**src/rtl/shift194_seq.sv**
```systemverilog
// shift194_seq: command sequencer for an external DM74LS194 4-bit universal
// shift register. One command is taken at a time: clear, parallel load, or a
// shift/rotate by 0..7 places. The register's outputs are fed back so that
// rotates can recirculate the end bit, and a snapshot is taken on completion.
//
// Handshake: start is sampled only while the block is IDLE (busy=0). The edge
// that samples start=1 also captures op/cnt/din/sin. Starts seen while busy
// are dropped. Every accepted command ends with exactly one done pulse (err
// alongside it for an illegal op), except one aborted by rst.
module shift194_seq (
    input  logic       clk,
    input  logic       rst,
    input  logic       start,
    input  logic [2:0] op,
    input  logic [2:0] cnt,
    input  logic [3:0] din,
    input  logic       sin,
    input  logic       QA,
    input  logic       QB,
    input  logic       QC,
    input  logic       QD,
    output logic       S1,
    output logic       S0,
    output logic       SR,
    output logic       SL,
    output logic       A,
    output logic       B,
    output logic       C,
    output logic       D,
    output logic       CR,
    output logic       busy,
    output logic       done,
    output logic       err,
    output logic [3:0] q,
    output logic [2:0] dbg_state
);

    typedef enum logic [2:0] {
        IDLE  = 3'd0,
        CLR   = 3'd1,
        LOAD  = 3'd2,
        SHIFT = 3'd3,
        DONE  = 3'd4
    } state_t;

    localparam logic [2:0] OP_CLEAR = 3'b000;
    localparam logic [2:0] OP_LOAD  = 3'b001;
    localparam logic [2:0] OP_SHR   = 3'b010;
    localparam logic [2:0] OP_SHL   = 3'b011;
    localparam logic [2:0] OP_ROR   = 3'b100;
    localparam logic [2:0] OP_ROL   = 3'b101;

    state_t     state;
    state_t     nxt;
    logic [2:0] op_r;
    logic [2:0] cnt_r;
    logic [3:0] din_r;
    logic       sin_r;

    // Command fields as they will be after this edge (fresh on accept).
    logic       accept;
    logic [2:0] op_n;
    logic [3:0] din_n;
    logic       sin_n;

    // Registered control bits; rotates add the live feedback bit on top.
    logic       cr_q;
    logic       sr_q;
    logic       sl_q;
    logic       ror_q;
    logic       rol_q;

    // Next-state decode plus the command fields that will be in effect.
    always_comb begin
        accept = (state == IDLE) && start;
        op_n   = accept ? op  : op_r;
        din_n  = accept ? din : din_r;
        sin_n  = accept ? sin : sin_r;
        nxt    = state;
        case (state)
            IDLE: begin
                if (start) begin
                    case (op)
                        OP_CLEAR: nxt = CLR;
                        OP_LOAD:  nxt = LOAD;
                        OP_SHR, OP_SHL, OP_ROR, OP_ROL:
                            nxt = (cnt != 3'd0) ? SHIFT : DONE;
                        default:  nxt = DONE;
                    endcase
                end
            end
            CLR:     nxt = DONE;
            LOAD:    nxt = DONE;
            SHIFT:   nxt = (cnt_r <= 3'd1) ? DONE : SHIFT;
            DONE:    nxt = IDLE;
            default: nxt = IDLE;
        endcase
    end

    // State, command capture, shift counter and registered Moore outputs.
    always_ff @(posedge clk) begin
        if (rst) begin
            state <= IDLE;
            op_r  <= 3'd0;
            cnt_r <= 3'd0;
            din_r <= 4'd0;
            sin_r <= 1'b0;
            busy  <= 1'b0;
            done  <= 1'b0;
            err   <= 1'b0;
            S1    <= 1'b0;
            S0    <= 1'b0;
            A     <= 1'b0;
            B     <= 1'b0;
            C     <= 1'b0;
            D     <= 1'b0;
            cr_q  <= 1'b1;
            sr_q  <= 1'b0;
            sl_q  <= 1'b0;
            ror_q <= 1'b0;
            rol_q <= 1'b0;
            q     <= 4'd0;
        end else begin
            state <= nxt;
            if (accept) begin
                op_r  <= op;
                cnt_r <= cnt;
                din_r <= din;
                sin_r <= sin;
            end else if (state == SHIFT && cnt_r != 3'd0) begin
                cnt_r <= cnt_r - 3'd1;
            end
            busy  <= (nxt != IDLE);
            done  <= (nxt == DONE);
            err   <= (nxt == DONE) && (op_n[2:1] == 2'b11);
            S1    <= (nxt == LOAD) ||
                     ((nxt == SHIFT) && (op_n == OP_SHL || op_n == OP_ROL));
            S0    <= (nxt == LOAD) ||
                     ((nxt == SHIFT) && (op_n == OP_SHR || op_n == OP_ROR));
            {A, B, C, D} <= (nxt == LOAD) ? din_n : 4'd0;
            cr_q  <= (nxt != CLR);
            sr_q  <= (nxt == SHIFT) && (op_n == OP_SHR) && sin_n;
            sl_q  <= (nxt == SHIFT) && (op_n == OP_SHL) && sin_n;
            ror_q <= (nxt == SHIFT) && (op_n == OP_ROR);
            rol_q <= (nxt == SHIFT) && (op_n == OP_ROL);
            if (state == DONE) begin
                q <= {QA, QB, QC, QD};
            end
        end
    end

    // Rotates feed the end bit straight back; rst clears the register at once.
    assign SR        = sr_q | (ror_q & QD);
    assign SL        = sl_q | (rol_q & QA);
    assign CR        = cr_q & ~rst;
    assign dbg_state = state;

endmodule

```
**config.mk**
```make
export PLATFORM = sky130hd
export DESIGN_NAME = shift194_seq
export DESIGN_NICKNAME = d
export VERILOG_FILES = /design/src/rtl/shift194_seq.sv
export SDC_FILE = /design/constraint.sdc
export NUM_CORES = 1
export LEC_CHECK = 0
export CORE_MARGIN = 3
export CORE_UTILIZATION = 25
export CTS_CLUSTER_SIZE = 14
export DETAILED_ROUTE_END_ITERATION = 7
export GPL_TIMING_DRIVEN = 0
export PLACE_DENSITY_LB_ADDON = 0.1
export SKIP_CTS_REPAIR_TIMING = 1
export SLEW_MARGIN = 5
export SYNTH_ARGS = -nofsm -noshare
export SYNTH_HDL_FRONTEND = slang
export SYNTH_SLANG_ARGS = --single-unit
```
**constraint.sdc**
```tcl
create_clock -name clk -period 2 [get_ports clk]
set_clock_uncertainty 0.05 [all_clocks]
set_input_delay 0.4 -clock clk [delete_from_list [all_inputs] [get_ports clk]]
set_output_delay 0.4 -clock clk [all_outputs]
set_load 0.01 [all_outputs]
```
==> results.ini <==
[critical_path]
arrival_ns = 2.10
worstPathRequired_ns = 2.16
worstSetupPathType = primary input to flop
cp_max_fo = 3
worstSetupStartpointType = primary input
endpoint_kind = flop

[hold_path]
hold_path.class = flop to flop

[cts]
cts_tree = built
clk_latency_ns = 0.28
clock-sinks = 32
clock_path_buffers = 2
cts_buffers = 5
cts_max_level = 2
clk_pin_slew_worst_paths_ns = 0.06
cts_root_buffer = clkbuf_8

[layout]
nNetsFinal = 218
area_growth_pct = 44.7
layout_commonest_cell = dfxtp_1
post-route-util = 0.377
multi_input_area_um2 = 691
seqCellArea_um2 = 641
fill_cells = 528
layout-drive-gt1-share = 0.122
layout_common_cells = dfxtp_1, clkdlybuf4s50_1, nand2_1
diodes = 0

[sta]
setup_viol = 0
relSlewSlack = 0.493
tightest_slew_ns = 0.759
rsz0062_at_grt = yes
min_period_ns = 1.94
clock.fmax_mhz = 515
slew_violations = 0
fin_crit_sh = 0.971
hold_slack_ns = 0.411
hold_viol = 0

[drt]
drc = 0
viasPerCell = 4.46
drtIter0Drc = 38
post_drt_wl_per_cell_um = 12.6
routed-via-count = 1190
drtPass1Iterations = 4
routed_wl_um = 3360
ant_nets = 0

[synthesis]
yosys_warnings = 0
yosysTopAreaCell = dfxtp_1
synth_area_mm2 = 0.00135
synth_cells = 151
synth_nets = 172
synth_area_leaders = dfxtp_1, nand2_1, nor2_1
synth.yosys.seq_area_share = 0.475
synthDistinctLibCells = 37
synth-seq-cells = 32
synth_top_area_share = 0.475
syn_avg_cell_area_um2 = 8.93

[floorplan]
initial_core_util = 0.261
design.die.area_mm2 = 0.00631
rows = 26
die_x_um = 79.5
die_height_um = 79.5
boundaryPins = 37
coreArea_mm2 = 0.00517

[place]
dp_hpwl_um = 2640
routabilityCongestion = 0.744
io_buffers = 35

[job]
maxCapViolCount = 0

[pwr]
p_leak_uw = 0.000811
p_per_area_mw_per_mm2 = 767
peakVddDrop_mv = 0.214
power_uw = 1500

[outcome]
outcome = finished, final reports clean

[global_route]
overflow = 0
grt_pass1_wl_um = 5710
grt_util_all_layers = 0.119
antenna_found_initial = 0
grt_pass1_vias = 1230
grt_max_degree = 11

==> cells in the mapped netlist <==
cell type,count
o21ba_2,1
or3_1,1
nor3_2,1
a2111oi_0,1
and2_1,6
nor3b_1,2
nor4b_4,1
o21ai_1,1
nand2_1,23
a21o_1,2
o211ai_1,4
xor2_1,1
nor2b_1,5
inv_1,5
o31a_1,1
o21ai_0,6
and3_1,1
mux2i_1,4
nor3_1,2
and3_4,1
a221oi_1,1
ha_1,3
and3b_1,2
a21boi_0,1
a31oi_1,2
nor2_1,14
or2_1,1
dfxtp_1,32
nand3_1,5
a31oi_2,1
a21oi_1,9
clkbuf_1,5
nand4b_1,2
or2_2,1
xnor2_1,1
a311oi_1,1
or4b_1,1
==> worst paths after layout <==
kind | start | to | slack, ns | cells after the start
setup / recovery | cnt[0] | S1$_SDFF_PP0_ | 0.06 | 6
hold / removal | din_r[3]$_SDFF_PP0_ | din_r[3]$_SDFF_PP0_ | 0.41 | 2
setup reg to reg | cnt_r[1]$_SDFFE_PP0P_ | S1$_SDFF_PP0_ | 0.14 | 7
hold reg to reg | din_r[3]$_SDFF_PP0_ | din_r[3]$_SDFF_PP0_ | 0.41 | 2
==> cells by family after synthesis <==
| group | Yosys count | share of synthesized area |
|---|---|---|
| fa+ha+maj | 3 | 0.0278 |
| flops | 32 | 0.475 |
| compound gates | 31 | 0.150 |
| buf+inv | 10 | 0.0278 |
| mux | 4 | 0.0297 |
| xor+xnor | 2 | 0.0130 |
| simple gates | 69 | 0.276 |
==> where the power goes <==
part	internal, uW	switching (uW)	leakage, uW
Sequential	674	24.9	0.000261
Clock	306	217	0.0000503
Combinational	144	132	0.000499
==> per-stage QoR <==
| stage | cell area, um2 | worst slack (ns) | cells | TNS [ns] |
|---|---|---|---|---|
| final | 1950 | 0.0581 | 267 | 0 |
| after CTS | 1880 | -0.428 | 263 | -2.15 |
| after global routing | 1950 | -0.0663 | 267 | -0.108 |
| after global placement | 1790 | -0.538 | 256 | -8.87 |
| after detailed placement | 1790 | -0.551 | 256 | -8.78 |
| after floorplan | 1350 | 0.305 | 151 | 0 |
==> flip-flops by register name, indices dropped and copies added (netlist names), 3 cells and up <==
name and flops:
cnt_r 3, dbg_state 3, q 4, op_r 3, din_r 4
==> area by class of cell <==
cell class | instances | share of cell area
Buffer | 5 | 0.0128
Clock buffer | 7 | 0.0494
Inverter | 5 | 0.00962
Multi-Input combinational cell | 109 | 0.354
Sequential cell | 32 | 0.328
Tap cell | 70 | 0.0449
Timing Repair Buffer | 39 | 0.201
==> critical path, stage by stage <==
cell and delay, ns:
clkdlybuf4s50_1 0.44, o31a_1 0.34, o211ai_1 0.24, nand3_1 0.20
or2_2 0.36, a21oi_1 0.12
==> routing by layer <==
metal | vias up | global-route usage | share of wire
li1 | 614 | - | -
met1 | 547 | 0.146 | 0.47
met2 | 23 | 0.189 | 0.47
met3 | 6 | 0.0429 | 0.040
met4 | 0 | 0.0464 | 0.015
met5 | - | 0 | 0
(Power assumes the default switching activity.)
